==> config.mk <==
export PLATFORM = sky130hd
export DESIGN_NAME = store_block
export DESIGN_NICKNAME = d
export VERILOG_FILES = /design/src/rtl/cnn_mem_pkg.sv /design/src/rtl/block_packer.sv /design/src/rtl/store_block.sv
export SDC_FILE = /design/constraint.sdc
export NUM_CORES = 1
export LEC_CHECK = 0
export CORE_AREA = 2 2 221 223
export CTS_BUF_LIST = sky130_fd_sc_hd__clkbuf_8 sky130_fd_sc_hd__clkbuf_16
export DETAILED_ROUTE_END_ITERATION = 7
export DIE_AREA = 0 0 223 225
export PLACE_DENSITY = 0.9
export SLEW_MARGIN = 25
export SYNTH_ARGS = -nofsm -noshare
export SYNTH_HDL_FRONTEND = slang
export SYNTH_SLANG_ARGS = --single-unit
export TNS_END_PERCENT = 50
==> constraint.sdc <==
create_clock -name clk -period 11.4 [get_ports clk]
set_input_delay 2.28 -clock clk [delete_from_list [all_inputs] [get_ports clk]]
set_output_delay 2.28 -clock clk [all_outputs]
set_load 0.005 [all_outputs]
==> src/rtl/cnn_mem_pkg.sv <==
// Shared constants, word/block types and the store FSM state encoding
// for the CNN memory mover blocks.
package cnn_mem_pkg;

    localparam int DATA_W    = 16;
    localparam int ADDR_W    = 16;
    localparam int BLOCK     = 25;
    localparam int BUF_DEPTH = 1024;

    localparam int RD_W    = $clog2(BUF_DEPTH);
    localparam int WORDS_W = RD_W + 1;
    localparam int SLOT_W  = $clog2(BLOCK);
    localparam int CNT_W   = $clog2(BLOCK + 1);

    typedef logic signed [DATA_W-1:0] word_t;
    typedef word_t [BLOCK-1:0] block_t;

    typedef enum logic [1:0] {IDLE, FETCH, WRITE, DONE} state_t;

endpackage

==> src/rtl/block_packer.sv <==
// BLOCK-slot pack register: clears between bursts, captures one word per
// write into an indexed slot, and derives the valid-word mask from a count.
module block_packer
    import cnn_mem_pkg::*;
(
    input  logic              clk,
    input  logic              reset,
    input  logic              clear,
    input  logic              wr_en,
    input  logic [SLOT_W-1:0] slot,
    input  word_t             wr_data,
    input  logic [CNT_W-1:0]  count,
    output block_t            data,
    output logic [BLOCK-1:0]  mask
);

    // Clearing before each burst leaves unwritten tail slots at zero.
    always_ff @(posedge clk) begin
        if (reset || clear) begin
            data <= '0;
        end else if (wr_en) begin
            data[slot] <= wr_data;
        end
    end

    always_comb begin
        mask = '0;
        for (int i = 0; i < BLOCK; i++) begin
            mask[i] = (CNT_W'(i) < count);
        end
    end

endmodule

==> src/rtl/store_block.sv <==
// Write-back mover: reads a size x size map from the local buffer and
// emits it to the DMA write port as BLOCK-word bursts.
module store_block
    import cnn_mem_pkg::*;
#(
    parameter int SIZE_W = 16
) (
    input  logic                    clk,
    input  logic                    reset,
    input  logic                    start,
    input  logic [SIZE_W-1:0]       size,
    input  logic [ADDR_W-1:0]       base_addr,
    output logic                    busy,
    output logic                    done,
    output logic                    src_rd_en,
    output logic [RD_W-1:0]         src_rd_addr,
    input  logic [DATA_W-1:0]       src_rd_data,
    output logic                    dma_wr_valid,
    input  logic                    dma_wr_ready,
    output logic [ADDR_W-1:0]       dma_wr_addr,
    output logic [BLOCK*DATA_W-1:0] dma_wr_data,
    output logic [BLOCK-1:0]        dma_wr_mask
);

    state_t              state, next_state;
    logic [WORDS_W-1:0]  words_q, rem;
    logic [CNT_W-1:0]    rd_cnt;
    logic [RD_W-1:0]     rd_idx;
    logic                cap_valid;
    logic [SLOT_W-1:0]   cap_slot;
    logic [ADDR_W-1:0]   burst_addr;

    logic [2*SIZE_W-1:0] prod;
    logic [WORDS_W-1:0]  words_in;
    logic [CNT_W-1:0]    burst_n;
    logic                accept, rd_fire, handshake, last_cap;
    block_t              pack_data;

    assign prod     = {{SIZE_W{1'b0}}, size} * {{SIZE_W{1'b0}}, size};
    assign words_in = (prod > (2*SIZE_W)'(BUF_DEPTH)) ? WORDS_W'(BUF_DEPTH)
                                                       : prod[WORDS_W-1:0];

    // Words in the current burst: a full block unless only a tail remains.
    assign burst_n   = (rem >= WORDS_W'(BLOCK)) ? CNT_W'(BLOCK) : CNT_W'(rem);
    assign accept    = (state == IDLE) && start;
    assign rd_fire   = (state == FETCH) && (rd_cnt < burst_n);
    assign handshake = (state == WRITE) && dma_wr_ready;
    assign last_cap  = cap_valid && (cap_slot == SLOT_W'(burst_n - CNT_W'(1)));

    assign busy         = (state == FETCH) || (state == WRITE);
    assign done         = (state == DONE);
    assign src_rd_en    = rd_fire;
    assign src_rd_addr  = rd_idx;
    assign dma_wr_valid = (state == WRITE);
    assign dma_wr_addr  = burst_addr;
    assign dma_wr_data  = pack_data;

    always_comb begin
        next_state = state;
        case (state)
            IDLE:  if (start) next_state = FETCH;
            FETCH: begin
                if (words_q == '0)  next_state = DONE;
                else if (last_cap)  next_state = WRITE;
            end
            WRITE: begin
                if (handshake)
                    next_state = (rem <= WORDS_W'(BLOCK)) ? DONE : FETCH;
            end
            DONE:  next_state = IDLE;
            default: next_state = IDLE;
        endcase
    end

    // Read data lands one cycle after the strobe, so the slot index is
    // delayed alongside a capture flag.
    always_ff @(posedge clk) begin
        if (reset) begin
            state      <= IDLE;
            words_q    <= '0;
            rem        <= '0;
            rd_cnt     <= '0;
            rd_idx     <= '0;
            cap_valid  <= 1'b0;
            cap_slot   <= '0;
            burst_addr <= '0;
        end else begin
            state     <= next_state;
            cap_valid <= rd_fire;
            cap_slot  <= rd_cnt[SLOT_W-1:0];
            if (accept) begin
                words_q    <= words_in;
                rem        <= words_in;
                rd_cnt     <= '0;
                rd_idx     <= '0;
                burst_addr <= base_addr;
            end else if (handshake) begin
                rem        <= rem - WORDS_W'(burst_n);
                rd_cnt     <= '0;
                burst_addr <= burst_addr + ADDR_W'(BLOCK);
            end else if (rd_fire) begin
                rd_cnt <= rd_cnt + CNT_W'(1);
                rd_idx <= rd_idx + RD_W'(1);
            end
        end
    end

    block_packer u_packer (
        .clk     (clk),
        .reset   (reset),
        .clear   (accept || handshake),
        .wr_en   (cap_valid),
        .slot    (cap_slot),
        .wr_data (src_rd_data),
        .count   (burst_n),
        .data    (pack_data),
        .mask    (dma_wr_mask)
    );

endmodule

# ---- After elaboration in Yosys (flattened, before gate mapping)
# Index checks and enable logic that the tools add are counted.
dict set report totals {
  ff_bits 461
  out_inout_bits 455
  inputBits 52
  word_cells 108
}
dict set report classes {
  eq_ne 7
  mul 1
  bitwise_logic 1
  n_mux 15
  add_sub_neg 5
  n_lt_le_gt_ge 31
  n_reduce_logical 15
}
# cell count
set op_table {}
lappend op_table {{$bwmux W400} 1}
lappend op_table {{$demux W16 S5} 1}
lappend op_table {{$mux W16} 3}
lappend op_table {{$lt A5 B5 Y1 const A} 9}
lappend op_table {{$lt A4 B5 Y1 const A} 8}
lappend op_table {{$mux W11} 3}
lappend op_table {{$gt A32 B11 Y1 const B} 1}
lappend op_table {{$mul A16 B16 Y32} 1}
lappend op_table {{$lt A3 B5 Y1 const A} 4}
lappend op_table {{$add A16 B5 Y16 const B} 1}
lappend op_table {{$ge A11 B5 Y1 const B} 1}
lappend op_table {{$le A11 B5 Y1 const B} 1}
lappend op_table {{$logic_not A11 Y1} 1}
lappend op_table {{$sub A11 B5 Y11} 1}
lappend op_table {{$add A10 B1 Y10 const B} 1}
lappend op_table {{$lt A1 B5 Y1 const A} 2}
lappend op_table {{$lt A2 B5 Y1 const A} 2}
lappend op_table {{$mux W2} 5}
lappend op_table {{$pmux W2 S4} 1}
lappend op_table {{$lt A5 B6 Y1 const B} 1}
lappend op_table {{$add A5 B1 Y5 const B} 1}
lappend op_table {{$eq A5 B5 Y1} 1}
lappend op_table {{$ge A5 B1 Y1 const B} 1}
lappend op_table {{$logic_and A1 B1 Y1} 5}
lappend op_table {{16 further kinds} 19}

# ---- Longest topological paths before layout
# Gate-level depths: netlist (run 1).
dict set report logic_depth {
  word_depth 8
  ltp_mapped 27
}

# ---- By module
# A second synthesis (run 1) with hierarchy kept.
dict set report unflattened {
  hier_cells 2689
  hier_area_um2 25520.7
}
# module cells_per_inst seq_area_each_um2 n_inst area_each_um2
set by_module_without_submodules {}
lappend by_module_without_submodules {block_packer 1410 8007.7 1 14712.9}
lappend by_module_without_submodules {store_block 1279 1201.2 1 10807.9}

# ---- Least setup slack after synthesis (run 1)
# No wires, ideal clock.
dict set report synth_path {
  path_kind {input -> register}
  start {input size[1]}
  end {register rem[8]}
  path_buffers 2
  t_required_ps 11314
  path_stages 22
  setup_slack_ps 2586
  setup_time_ps 86
  t_arrival_ps 8728
  cell_sequence {clkbuf_1 clkbuf_1 nand2_1 fa_1 fa_1 inv_1 fa_1 fa_1 fa_1 inv_1 fa_1 inv_1 ha_1 nand4_1 or3_1 nand2b_4 a31o_1 or4_1 a32o_1 nor4_1 nand4_1 a211oi_1}
}
dict set report synth_between {
  elab_chain_len 4
}
# item line
set synth_lines {}
lappend synth_lines {{from (decl)} store_block.sv:11} ;# input logic [SIZE_W-1:0] size,
lappend synth_lines {{$mul A16 B16 Y32 *} store_block.sv:39} ;# assign prod = {{SIZE_W{1'b0}}, size} * {{SIZE_W{1'b0}}, size};
lappend synth_lines {{$gt A32 B11 Y1} store_block.sv:40} ;# assign words_in = (prod > (2*SIZE_W)'(BUF_DEPTH)) ? WORDS_W'(BUF_DEPTH)
lappend synth_lines {{$mux W11 *} store_block.sv:40}
lappend synth_lines {{$mux W11 *} store_block.sv:91} ;# if (accept) begin
lappend synth_lines {{to (signal assigned)} store_block.sv:93} ;# rem <= words_in;
lappend synth_lines {{to (signal assigned)} store_block.sv:98} ;# rem <= rem - WORDS_W'(burst_n);
lappend synth_lines {{to (decl)} store_block.sv:26} ;# logic [WORDS_W-1:0] words_q, rem;
# Mark *: on every way between the ends. The rest lies on a longest branch, timed or not.
# A chain may end at the register's enable or synchronous reset.

# ---- Final worst setup path (run 1)
dict set report layout_path {
  start {input size[4]}
  end {register rem[3]}
}
dict set report layout_between {
  elab_chain_len 4
}
# item line
set layout_lines {}
lappend layout_lines {{$mul A16 B16 Y32} store_block.sv:39}
lappend layout_lines {{$gt A32 B11 Y1} store_block.sv:40}
lappend layout_lines {{$mux W11} store_block.sv:40}
lappend layout_lines {{$mux W11} store_block.sv:91}
# No other way between the ends.

==> flow_summary.ini, run 1 <==
[routing]
wl_microns = 87100
drt-pass1-iter-count = 7
drt_iter0_drc = 2820
vias_per_cell = 5.73
drc_errors = 0
postRouteAntennaNets = 0
vias = 24000
wl_per_cell_microns = 20.8

[sta]
skew_ps = 18.4
clock.fmax_mhz = 104
fin_crit_sh_pct = 84.4
timing.setup.tns_ps = 0
drv_slew = 0
min_period_ps = 9620
tightestPinTransition_ps = 1110
final-hold-violation-count = 0
relSlewSlack_pct = 26.1
whs_ps = 449
rsz0062_at_grt = no
final-setup-viol-count = 0

[worst_hold_path]
whs_path_depth = 2
hold_path_class = reg -> reg

[cells_and_area]
nets = 3870
fillers = 3564
multi_input_comb_area_sq_um = 14100
layout-drive-gt1-share_pct = 4.14
diodes = 0
seq_area_sq_um = 9210
syn2layout_area_growth_pct = 26.9

[global_route]
grt_overflow_total = 0
grt_pass1_wl_microns = 133000
grt_max_degree = 238
antenna_found_initial = 0
first_global_vias = 23300
grt_use_total_pct = 34.0

[floorplan]
core_area_sq_um = 47500
initial_core_util_pct = 52.7
die_h_microns = 225
rows = 80
dieWidth_microns = 223
dieArea_sq_um = 50200
io_pins = 507

[clocking]
clock-sinks = 460
clock_latency_ps = 580
cts_resized = 0
h-tree-depth = 2
cts.hold.buffers_added = 0
cts_made_buffers = 46
cts_setup_buffers = 0
clk_pin_slew_ps = 70
clock_path_buffers = 3
cts_tree = built
clockRootBuffer = clkbuf_16

[placed_design]
dp_hpwl_microns = 62000
gp_congestion = 0.959
portBuffers = 506

[logic_synthesis]
synth_edf_count = 0
synth_fp_nets = 3487
synth_ff_type = dfxtp_1
async_flop_share_pct = 0
synth-seq-cells = 460
syn-instance-count = 3156
syn_area_sq_um = 25100
synth_area_leaders = dfxtp_1 (37%), nand2_1 (15%), fa_1 (13%), a21oi_1 (9.1%), ha_1 (5.8%)
synth_top_cell_area_share_pct = 36.8
synth.avg_cell_area_sq_um = 7.94
synth_cell_types = 80
yosysSeqAreaShare_pct = 36.8
ys_warn_count = 0
post-synth-top-area-cell = dfxtp_1

[critical_path]
cp_max_fo = 18
crit_arrival_ps = 10110
r2r-start = rem[5]
crit-reg2reg-capture = src_rd_addr[6]
worstSetupPathType = in -> reg
crit_required_ps = 11890
cp-start-kind = input port
end_kind = flop
critPathCapture = rem[3]
cp-startpoint = size[4]
worst_r2r_path_depth = 11
reg2reg_slack_ps = 7480

[job]
maxCapViolations = 0

[power]
powerDensity_nw_per_um2 = 252
peakVddDrop_mv = 0.551
leakagePower_nw = 12.1

[run_status]
status = completed
sequential cells by signal (all words and copies together), names as in the netlist:
| signal | count |
|---|---|
| state | 2 |
| cap_valid | 1 |
| src_rd_addr | 10 |
| cap_slot | 5 |
| u_packer.data | 400 |
| rem | 11 |
| rd_cnt | 5 |
| dma_wr_addr | 16 |
| words_q | 10 |
synth_stat cells (4+ instances only):
cell / number
clkbuf_1: 170
fa_1: 163
clkbuf_2: 12
a31o_2: 4
o21a_1: 5
nor3_1: 14
and4_1: 4
nor4_1: 10
ha_1: 116
buf_1: 12
o21ai_0: 43
nor2b_1: 10
nand3_1: 27
a21o_1: 10
a211oi_1: 23
o211ai_1: 12
xor2_1: 30
nor2_1: 100
xnor2_1: 39
and3_1: 10
or3_1: 6
and2_1: 51
nand3b_1: 5
dfxtp_1: 460
inv_1: 249
a311oi_1: 5
or2_2: 9
o21ai_1: 9
a21oi_1: 453
nand4_1: 15
a21boi_0: 4
o21bai_1: 6
nand2_1: 994
critical path: stages:
cell and delay, ps:
clkdlybuf4s50_1 970, nand2_1 170, fa_1 590, fa_1 560
inv_1 50, fa_1 530, fa_1 450, fa_1 560
inv_1 60, fa_1 530, inv_1 40, ha_1 440
nand4_1 160, or3_1 390, nand2b_4 160, a31o_1 250
or4_1 500, a32o_1 290, nor4b_2 310, nand4_1 460
o21ai_0 350
how the worst min path moves through the flow:
stage / start / slack, ps / end
finish: words_q[7] / 450 / words_q[7]
global route: u_packer.data[153] / 470 / u_packer.data[153]
CTS: words_q[7] / 450 / words_q[7]
detailed placement: words_q[7] / 440 / words_q[7]
global placement: words_q[9] / 440 / words_q[9]
floorplan: words_q[2] / 430 / words_q[2]
kinds of logic (layout without fill, tap and decap cells):
kind of cell               Yosys count  in the layout  share of synthesized area (%)
and+or+nand+nor                   1279           1279                           21.2
xor gates and xnor gates            69             69                           2.41
AOI/OAI and AO/OA                  608            608                           13.4
muxes                                4              4                          0.170
adders and majority gates          279            279                           18.8
buffers and inverters              457            873                           7.24
DFF                                460            460                           36.8
per-layer routing:
layer	up-vias	GRT usage, %	wire, microns
li1	10900	-	-
met1	11300	40.7	31300
met2	1459	55.2	39700
met3	369	7.71	9360
met4	0	22.1	6700
met5	-	0	0
layout by cell type, fill, tap and decap left out, types with 6 or more instances in the layout:
cell type / count
dfxtp_1: 460
or2_2: 9
o21ai_1: 9
a211oi_1: 23
inv_1: 261
nor2_2: 10
nand2_1: 993
a21oi_1: 453
ha_1: 116
nand4_1: 15
nor2_1: 90
o21bai_1: 6
clkdlybuf4s50_1: 505
or3_1: 6
fa_1: 163
xor2_1: 30
and3_1: 10
nor4_1: 10
clkbuf_16: 46
and2_1: 51
nand3_1: 27
nor2b_1: 10
o211ai_1: 12
nor3_1: 14
clkbuf_8: 9
xnor2_1: 39
a21o_1: 10
o21ai_0: 43
buf_4: 33
power by group:
| group | total, mW | internal [mW] | switching [mW] |
|---|---|---|---|
| logic | 4.83 | 1.86 | 2.96 |
| registers | 1.71 | 1.65 | 0.0592 |
| clock network | 1.49 | 0.825 | 0.665 |
final cells by class:
cell class / instances / share of cell area (%)
Sequential cell: 460 / 29.0
Timing Repair Buffer: 540 / 16.8
Tap cell: 615 / 2.42
Clock inverter: 26 / 0.653
Clock buffer: 55 / 4.01
Multi-Input combinational cell: 2239 / 44.2
Inverter: 252 / 2.98
through the flow:
stage	power [mW]	cell area, sq um	utilization [%]	cells	setup slack, ps
final	8.02	31800	66.9	4187	1780
after global routing	8.61	31800	66.9	4187	1400
after CTS	7.95	31800	66.9	4187	1850
after detailed placement	6.45	30300	63.7	4106	1240
after global placement	6.41	30300	63.7	4106	1410
after floorplan	5.31	25100	-	3156	2590
No activity file was read; power rests on OpenSTA's default activity.
==> run 2: changes to the inputs <==
==> constraint.sdc (replaced) <==
create_clock -name clk -period 9.4 [get_ports clk]
set_input_delay 1.88 -clock clk [delete_from_list [all_inputs] [get_ports clk]]
set_output_delay 1.88 -clock clk [all_outputs]
set_load 0.005 [all_outputs]
==> flow_summary.ini, run 2 (same netlist as run 1, synthesis figures left out) <==
[floorplan]
core_area_sq_um = 47500
io_pins = 507
initial_core_util_pct = 52.7
rows = 80
die_h_microns = 225
dieArea_sq_um = 50200
dieWidth_microns = 223

[sta]
min_period_ps = 8730
final-hold-violation-count = 0
final-setup-viol-count = 0
drv_slew = 0
rsz0062_at_grt = no
timing.setup.tns_ps = 0
setup_slack_ps = 675
tightestPinTransition_ps = 1080
relSlewSlack_pct = 27.9
fin_crit_sh_pct = 92.8
whs_ps = 451
clock.fmax_mhz = 115
skew_ps = 21.2

[cells_and_area]
syn2layout_area_growth_pct = 27.9
layout-drive-gt1-share_pct = 4.83
layout_common_cells = nand2_1 (993), clkdlybuf4s50_1 (505), dfxtp_1 (460)
final_common_cell = nand2_1
final_area_sq_um = 32000
diodes = 0
largest_reg_flops = 400
regMostFlops = u_packer.data
nets = 3897
stdcell_count = 4215

[power]
seq_power_share_pct = 21.1
p_comb_share_pct = 60.2
p_sw_mw = 4.48
pwr-share-clk_pct = 18.8
peakVddDrop_mv = 0.411
leakagePower_nw = 12.2
internal-power_mw = 5.36
powerDensity_nw_per_um2 = 307
swShare_pct = 45.5

[placed_design]
postPlaceCellArea_sq_um = 30500
dp_hpwl_microns = 63200
placed_cells = 4133
place_ws_ps = 202
gp_congestion = 0.972
portBuffers = 506

[global_route]
grt-busiest-layer = met2
grt_use_total_pct = 33.7
grt_max_degree = 188
grt_overflow_total = 0
first_global_vias = 23200
grtUsageMet2_pct = 55.8
antenna_found_initial = 1
grt_pass1_wl_microns = 132000
grt_use_met3_pct = 8.06
grt_use_met1_pct = 39.5

[clocking]
clk_pin_slew_ps = 60
clock_path_buffers = 3
cts.hold.buffers_added = 0
clock_latency_ps = 590
cts_made_buffers = 46
h-tree-depth = 2
clockRootBuffer = clkbuf_16
cts_setup_buffers = 0
cts_tree = built
cts_resized = 0
clock-sinks = 460

[critical_path]
crit_required_ps = 9900
reg2reg_slack_ps = 5380
worstSetupPathType = in -> reg
end_kind = flop
crit_arrival_ps = 9220
cp_max_fo = 6
cp-start-kind = input port

[routing]
wl_per_cell_microns = 20.6
wl_microns = 86900
drt_iter0_drc = 2761
drt-pass1-iter-count = 6
postRouteAntennaNets = 0
vias = 23900
vias_per_cell = 5.67
drc_errors = 0

[job]
maxCapViolations = 0

[run_status]
status = completed

[worst_hold_path]
hold_path_class = reg -> reg
run 2: metal layers:
layer	share of wire, %	routed length (microns)
met1	35	30800
met2	46	39900
met3	11	9380
met4	7.8	6770
met5	0.014	12
run 2: critical path: stages:
cell and delay, ps:
clkdlybuf4s50_1 590, and2_1 300, fa_1 540, inv_1 50, fa_1 470, inv_1 50
fa_1 500, inv_1 50, fa_1 470, inv_1 60, fa_1 530, inv_1 70
fa_1 530, inv_1 40, ha_1 300, buf_4 160, a21oi_1 220, o21ai_0 140
a311oi_1 530, mux2i_1 190, a2111oi_0 430, nand4_1 200, nor4_1 280, nand4_1 300
o31ai_1 320
run 2: power by group through the flow:
stage | clock, mW | combinational, mW | sequential, mW
4_1_cts | 1.86 | 5.87 | 2.07
3_3_place_gp | 0 | 5.73 | 2.11
6_report | 1.85 | 5.93 | 2.07
3_5_place_dp | 0 | 5.83 | 2.11
5_1_grt | 1.93 | 6.59 | 2.08
2_1_floorplan | 0 | 4.35 | 2.09
run 2: worst paths after layout:
| kind | from | to | depth (start not counted) |
|---|---|---|---|
| setup / recovery | size[1] | rem[2] | 25 |
| hold / removal | u_packer.data[176] | u_packer.data[176] | 2 |
| setup reg to reg | rem[5] | src_rd_addr[6] | 11 |
| hold reg to reg | u_packer.data[176] | u_packer.data[176] | 2 |
run 2: stage by stage:
step / power, mW / util, %
after floorplan: 6.44 / -
after global placement: 7.84 / 64.1
after detailed placement: 7.94 / 64.2
after CTS: 9.80 / 67.3
after global routing: 10.6 / 67.4
final: 9.85 / 67.4
run 2: area by class of cell:
class                      count  area, sq um
fill                        3637        15500
multi-input combinational   2239        14100
sequential                   460         9210
timing repair buffer         567         5530
clock buffer                  51         1220
inverter                     252          946
tap                          615          769
clock inverter                31          290
